==> config.mk <==
export PLATFORM = sky130hd
export DESIGN_NAME = hamming_transmitter
export DESIGN_NICKNAME = d
export VERILOG_FILES = /design/src/rtl/hamming_transmitter.sv
export SDC_FILE = /design/constraint.sdc
export NUM_CORES = 1
export LEC_CHECK = 0
export CORE_MARGIN = 2
export CORE_UTILIZATION = 35
export CTS_BUF_LIST = sky130_fd_sc_hd__clkbuf_16
export DETAILED_ROUTE_END_ITERATION = 10
export GPL_TIMING_DRIVEN = 0
export RECOVER_POWER = 50
export SLEW_MARGIN = 20
export SYNTH_ARGS = -nofsm -noshare
export SYNTH_HDL_FRONTEND = slang
export SYNTH_SLANG_ARGS = --single-unit
==> constraint.sdc <==
create_clock -name clk -period 2.4 [get_ports clk]
set_clock_uncertainty 0.15 [all_clocks]
set_input_delay 0.24 -clock clk [delete_from_list [all_inputs] [get_ports clk]]
set_output_delay 0.24 -clock clk [all_outputs]
set_load 0.1 [all_outputs]
==> src/rtl/hamming_transmitter.sv <==
// hamming_transmitter: Hamming(7,4) encoder and serialiser for the serial Hamming link.
//
// Ports:
//   clk        system clock, rising edge
//   rst        synchronous active-low reset
//   d_in       data nibble [1:4], sampled when send is accepted
//   send       frame start request, accepted only while busy=0
//   err_pos    0 = clean frame, 1..7 = invert that codeword bit before sending
//   data_line  serial data, c1 first, held for a whole bit slot
//   strobe     one-cycle qualifier in the last cycle of each bit slot
//   busy       frame in progress (shift or gap)
//   done       one-cycle pulse at frame completion
//   code_out   codeword latched at send, including any injected error
//
// All outputs are flops, loaded from the next-state values, so nothing
// combinational reaches an output from an input.

module hamming_transmitter #(
  parameter int unsigned BIT_CYCLES = 4,
  parameter int unsigned GAP_CYCLES = 2
) (
  input  logic       clk,
  input  logic       rst,
  input  logic [1:4] d_in,
  input  logic       send,
  input  logic [2:0] err_pos,
  output logic       data_line,
  output logic       strobe,
  output logic       busy,
  output logic       done,
  output logic [1:7] code_out
);

  // One shared counter covers the bit slot (0..BIT_CYCLES-1) and the gap (0..GAP_CYCLES-1).
  localparam int unsigned MaxCnt = (BIT_CYCLES > GAP_CYCLES) ? BIT_CYCLES : GAP_CYCLES;
  localparam int unsigned CntW   = $clog2(MaxCnt + 1);
  localparam logic [CntW-1:0] BitLast = CntW'(BIT_CYCLES - 1);
  localparam logic [CntW-1:0] GapLast = CntW'((GAP_CYCLES > 0) ? GAP_CYCLES - 1 : 0);

  typedef enum logic [1:0] {StIdle, StShift, StGap, StDone} state_e;

  state_e          state_q, state_d;
  logic [2:0]      idx_q, idx_d;
  logic [CntW-1:0] cnt_q, cnt_d;
  logic [1:7]      code_q, code_d;
  logic [1:7]      cw;
  logic            data_line_d, strobe_d, busy_d, done_d;

  // Encoder plus optional single-bit error injection.
  always_comb begin
    cw    = '0;
    cw[3] = d_in[1];
    cw[5] = d_in[2];
    cw[6] = d_in[3];
    cw[7] = d_in[4];
    cw[1] = cw[3] ^ cw[5] ^ cw[7];
    cw[2] = cw[3] ^ cw[6] ^ cw[7];
    cw[4] = cw[5] ^ cw[6] ^ cw[7];
    for (int i = 1; i <= 7; i++) begin
      if (err_pos == 3'(i)) cw[i] = ~cw[i];
    end
  end

  always_comb begin
    state_d = state_q;
    idx_d   = idx_q;
    cnt_d   = cnt_q;
    code_d  = code_q;
    case (state_q)
      StIdle, StDone: begin
        // DONE accepts send exactly like IDLE so back-to-back frames lose no cycle.
        if (send) begin
          state_d = StShift;
          idx_d   = 3'd1;
          cnt_d   = '0;
          code_d  = cw;
        end else begin
          state_d = StIdle;
        end
      end
      StShift: begin
        if (cnt_q == BitLast) begin
          cnt_d = '0;
          if (idx_q == 3'd7) begin
            state_d = (GAP_CYCLES == 0) ? StDone : StGap;
          end else begin
            idx_d = idx_q + 3'd1;
          end
        end else begin
          cnt_d = cnt_q + 1'b1;
        end
      end
      StGap: begin
        if (cnt_q == GapLast) begin
          cnt_d   = '0;
          state_d = StDone;
        end else begin
          cnt_d = cnt_q + 1'b1;
        end
      end
      default: state_d = StIdle;
    endcase

    // Output flops are loaded from the next state so they line up with it.
    busy_d      = (state_d == StShift) || (state_d == StGap);
    done_d      = (state_d == StDone);
    strobe_d    = (state_d == StShift) && (cnt_d == BitLast);
    data_line_d = (state_d == StShift) ? code_d[idx_d] : 1'b0;
  end

  always_ff @(posedge clk) begin
    if (!rst) begin
      state_q   <= StIdle;
      idx_q     <= '0;
      cnt_q     <= '0;
      code_q    <= '0;
      data_line <= 1'b0;
      strobe    <= 1'b0;
      busy      <= 1'b0;
      done      <= 1'b0;
    end else begin
      state_q   <= state_d;
      idx_q     <= idx_d;
      cnt_q     <= cnt_d;
      code_q    <= code_d;
      data_line <= data_line_d;
      strobe    <= strobe_d;
      busy      <= busy_d;
      done      <= done_d;
    end
  end

  assign code_out = code_q;

endmodule
**Word level (Yosys, flattened, before mapping)**

Cells that the tools add are included.

- Bits in registers: 19
- Input bits: 10
- Output and inout bits: 11
- Logic and storage cells: 72

- Add/subtract/negate cells: 2
- $lt $le $gt $ge: 1
- Eq/ne operators: 17
- Mux-type cells: 25
- Bitwise operators: 14
- Reduce and logical (&&, ||, !) cells: 5

Operators by type and width:

| cell | count |
|---|---|
| $mux W3 | 6 |
| $eq A3 B3 Y1 const B | 5 |
| $mux W7 | 2 |
| $eq A3 B2 Y1 const B | 4 |
| $mux W1 | 10 |
| $pmux W3 S3 | 1 |
| $eq A2 B2 Y1 const B | 4 |
| $not A1 Y1 | 7 |
| $add A3 B1 Y3 const B | 2 |
| $eq A3 B1 Y1 const B | 2 |
| $mux W2 | 3 |
| $pmux W2 S3 | 1 |
| $pmux W3 S2 | 1 |
| $xor A1 B1 Y1 | 6 |
| $eq A2 B1 Y1 const B | 2 |
| $ge A4 B4 Y1 const B | 1 |
| $not A3 Y4 | 1 |
| $bmux W1 S3 | 1 |
| $logic_not A2 Y1 | 1 |
| $reduce_and A2 Y1 | 1 |
| $reduce_or A2 Y1 | 1 |
| $logic_and A1 B1 Y1 | 1 |
| $logic_or A1 B1 Y1 | 1 |

**Depth between registers and ports, before layout**

- Depth after elaboration: 9
- Mapped depth: 11
- Depth with buffers taken out: 11

**Least setup slack after synthesis**

Ideal clock, no wire load.

- Path type: reg-to-reg
- Start: reg cnt_q[0]
- End: reg data_line
- Setup time: 73 ps
- Arrival time: 2035 ps
- Data required time: 2177 ps
- Slack: 142 ps
- Cell stages (with the launch flop): 9
- Path through: dfxtp_1 > ha_1 > ha_1 > a21bo_2 > nor2_1 > a22oi_1 > o2bb2ai_1 > mux4_2 > o22ai_2

- Longest elaborated chain between the ends: 7
- Elaborated cells between the ends (all ways): 13

Ends and longest elaborated chain:

| element | line | RTL |
|---|---|---|
| start, declared | 44 | `logic [CntW-1:0] cnt_q, cnt_d;` |
| start signal, assigned | 124 | `cnt_q <= cnt_d;` |
| $eq A3 B2 Y1 | 82 | `if (cnt_q == BitLast) begin` |
| $mux W3 | 82 |  |
| $pmux W3 S2 | 69 | `case (state_q)` |
| $not A3 Y4 (not written as such) | 108 | `data_line_d = (state_d == StShift) ? code_d[idx_d] : 1'b0;` |
| $bmux W1 S3 | 108 |  |
| $mux W1 (not written as such) (2 in a row) | 108 |  |
| end signal, assigned | 126 | `data_line <= data_line_d;` |
| end, declared | 27 | `output logic data_line,` |

Parallel ways exist; a longest one is shown, timed or not. The select of a mux whose other input is x is not followed.
A chain may end at the register's enable or synchronous reset.

**Final worst setup path**

- Start: reg state_q[0]
- End: reg data_line

- Longest elaborated chain between the ends: 7
- Elaborated cells between the ends (all ways): 17

Ends and longest elaborated chain:

| element | line | RTL |
|---|---|---|
| start, declared | 42 | `state_e state_q, state_d;` |
| start signal, assigned | 113 | `state_q <= StIdle;` |
| start signal, assigned | 122 | `state_q <= state_d;` |
| $eq A2 B2 Y1 / $logic_not A2 Y1 (equally long branches) | 69 |  |
| $reduce_or A2 Y1 | 69 |  |
| $pmux W3 S2 | 69 |  |
| $not A3 Y4 (not written as such) | 108 |  |
| $bmux W1 S3 | 108 |  |
| $mux W1 (not written as such) (2 in a row) | 108 |  |

Parallel ways exist; a longest one is shown, timed or not. The select of a mux whose other input is x is not followed.

==> impl_results.md <==
- Per-cell routed wire length: 11.8 um
- PD cells: 619 mW/mm^2
- Sinks on Clock Net: 19
- Hold Path Class: flip-flop to flip-flop
- Worst path required time: 2.43 ns
- Status: complete, no violations
- Via count: 961
- Final std cells w/o fill: 204
- Final hold vios: 0
- Crit path DAT: 2.34 ns
- Hold Buf Count CTS: 0
- VDD IR max: 0.218 mV
- Clock Tree Buf Depth: 2
- Register area share after synthesis: 0.324
- Number of global-route vias before repair: 911
- Fin crit period: 2.31 ns
- Syn Inst Count: 133
- Share of layout cells above drive strength 1: 0.101
- Slew margin rel.: 0.342
- Drt total wl: 2410 um
- Die W: 61.9 um
- Ports: 21
- Gp weighted congestion: 0.790
- CTS buffer count: 3
- Drt via density: 4.71
- Die area: 0.00383 mm^2
- Total Power: 949 uW
- First-pass GRT wire length: 3920 um
- Maximum clock rate: 433 MHz
- Max_cap viols: 0
- Area Growth Syn to Fin: 30.5%
- Total number of yosys warnings: 0
- Initial DRC Count: 40
- IO buf count: 20
- Clock network fraction of design power: 0.351
- Synthesized flop and latch total: 19
- Mapped Nets: 153
- Sw Pwr: 297 uW
- CP max-delay cell: a311oi_2
- Synth Cell Area: 0.00117 mm^2
- Placed cell area: 0.00143 mm^2
- Element type at the critical path start: flip-flop
- Synth cell types: 36
- Syn Area/Cell: 8.82 um^2
- CORE AREA: 0.00328 mm^2
- Tightest Pin Transition: 0.983 ns
- Slew Viols, Final: 0
- Ant. Diodes: 0
- Reg2Reg Setup Slack: 0.09 ns
- Crit path largest cell delay: 0.46 ns
- Initial core utilization: 0.357
- Most common cell after layout, fill and taps aside: nor2_1
- Most frequent cells in the layout: nor2_1 (21), clkdlybuf4s50_1 (20), dfxtp_1 (18), ha_1 (10), inv_1 (9)
- Combinational power share: 0.285
- Sequential Power Share: 0.363
- RSZ-0062 raised after global routing: no
- GRT overflow: 0
- Setup Viol. Count Final: 0
- Htree depth: 1
- Sw Ratio: 0.313
- DRC: 0
- Die height: 61.9 um
- Final period utilization: 0.963
- Routed Antenna Nets: 0
- Post-route design area: 0.00153 mm^2
- Pleak: 0.000610 uW
- Final TNS setup: 0 ns
- CP cell instances: inv_1, ha_1, clkbuf_1, o22a_1, a311oi_2, mux4_2, o22ai_2
- Int Pwr: 651 uW
- Hold slack: 0.377 ns
- Hpwl dp: 1920 um
- Clock-pin slew on the worst setup and hold paths: 0.05 ns
- Cell count after placement: 199
- Critical path peak fanout: 10
- Nets@finish: 179
- GRT Util Overall: 0.140
- DR pass1 iterations: 4
- Worst-Skew Late Latency: 0.25 ns
- CP Capture Type: flip-flop
- Crit Path Class: flip-flop to flip-flop
- Antenna violations before repair: 0
- Largest net degree at the start of global routing: 12
- CTS tree: built
- Row Count: 21
- CTS root buf: clkbuf_16
-- critical path: cells and delay by family, from the launching register on --
| kind | cells | cell delay, ns |
|---|---|---|
| multiplexers | 1 | 0.39 |
| AO/OA/AOI/OAI | 3 | 0.88 |
| adder cells (fa/ha/maj) | 1 | 0.20 |
| flip-flops | 1 | 0.33 |
| buffers and inverters | 2 | 0.29 |
-- path summary, 6_finish.rpt --
| check | cells after the start | start | end |
|---|---|---|---|
| max | 7 | state_q[0]$_SDFF_PN0_ | data_line$_SDFF_PN0_ |
| min | 2 | code_out[6]$_SDFF_PN0_ | code_out[6]$_SDFF_PN0_ |
| max reg2reg | 7 | state_q[0]$_SDFF_PN0_ | data_line$_SDFF_PN0_ |
| min reg2reg | 2 | code_out[6]$_SDFF_PN0_ | code_out[6]$_SDFF_PN0_ |
-- registers in the layout, indices dropped and copies added, names as in the netlist --
register,flops
busy,1
data_line,1
state_q,2
idx_q,3
done,1
code_out,7
cnt_q,3
strobe,1
-- layout make-up --
cell class                      instances  area, um^2
Buffer                                  3        15.0
Timing Repair Buffer                   21         208
Tap cell                               46        57.6
Inverter                               10        37.5
Clock inverter                          1        5.00
Fill cell                             339        1750
Multi-Input combinational cell        101         752
Sequential cell                        19         382
Clock buffer                            3        75.1
-- per-stage QoR --
step,setup slack (ns),util
2_1_floorplan,0.142,-
3_3_place_gp,-0.0674,0.436
3_5_place_dp,-0.111,0.436
4_1_cts,0.0160,0.464
5_1_grt,0.00133,0.466
6_report,0.0885,0.466
-- repair_timing --
item	CTS	global route
endpoints found under the setup margin	1	1
setup buffers	1	0
resized for setup	1	2
pin swaps	1	1
-- power groups by stage --
stage / combinational [uW] / sequential, uW / clock [uW]
6_report: 271 / 345 / 333
3_5_place_dp: 271 / 351 / 0
3_3_place_gp: 267 / 351 / 0
5_1_grt: 291 / 347 / 361
2_1_floorplan: 107 / 442 / 0
4_1_cts: 272 / 345 / 344
-- cells by family after synthesis --
kind of cell,count (synthesis),share of synthesized area
buffers and inverters,13,0.0448
DFF,19,0.324
and+or+nand+nor,51,0.221
adders and majority gates,10,0.107
AOI/OAI and AO/OA,23,0.134
xor gates and xnor gates,10,0.0981
muxes,7,0.0714
-- per-layer routing --
layer  GRT usage  vias up  wire length (um)
li1            -      509                 -
met3      0.0228        0                51
met5           0        -                 0
met4      0.0638        0                 0
met2       0.251       13              1270
met1       0.163      439              1090
-- synth_stat cells --
| library cell | count | area [um^2] |
|---|---|---|
| a21oi_1 | 8 | 40.0 |
| a211oi_1 | 1 | 7.51 |
| nand3b_1 | 3 | 22.5 |
| inv_2 | 1 | 3.75 |
| nand3_1 | 3 | 15.0 |
| nor2b_4 | 1 | 13.8 |
| mux4_2 | 1 | 22.5 |
| buf_4 | 1 | 7.51 |
| o2bb2ai_1 | 2 | 17.5 |
| nor3b_1 | 2 | 15.0 |
| nand2b_1 | 1 | 6.26 |
| nor4_1 | 2 | 12.5 |
| xnor3_1 | 2 | 45.0 |
| a31oi_1 | 1 | 6.26 |
| nor2_1 | 21 | 78.8 |
| ha_1 | 10 | 125 |
| nand2_1 | 5 | 18.8 |
| a21bo_2 | 1 | 10.0 |
| a311oi_2 | 1 | 15.0 |
| nor2b_1 | 2 | 12.5 |
| nor3_1 | 4 | 20.0 |
| inv_1 | 9 | 33.8 |
| o21ai_0 | 4 | 20.0 |
| and3_1 | 1 | 6.26 |
| dfxtp_1 | 19 | 380 |
| and2_1 | 4 | 25.0 |
| o22ai_2 | 1 | 12.5 |
| a22oi_1 | 2 | 15.0 |
| mux2_2 | 1 | 11.3 |
| xnor2_1 | 4 | 35.0 |
| or2_1 | 2 | 12.5 |
| mux2i_1 | 5 | 50.1 |
| clkbuf_1 | 2 | 7.51 |
| o21ai_1 | 1 | 5.00 |
| xor2_1 | 4 | 35.0 |
| o22a_1 | 1 | 8.76 |
No activity file was read; power rests on OpenSTA's default activity.
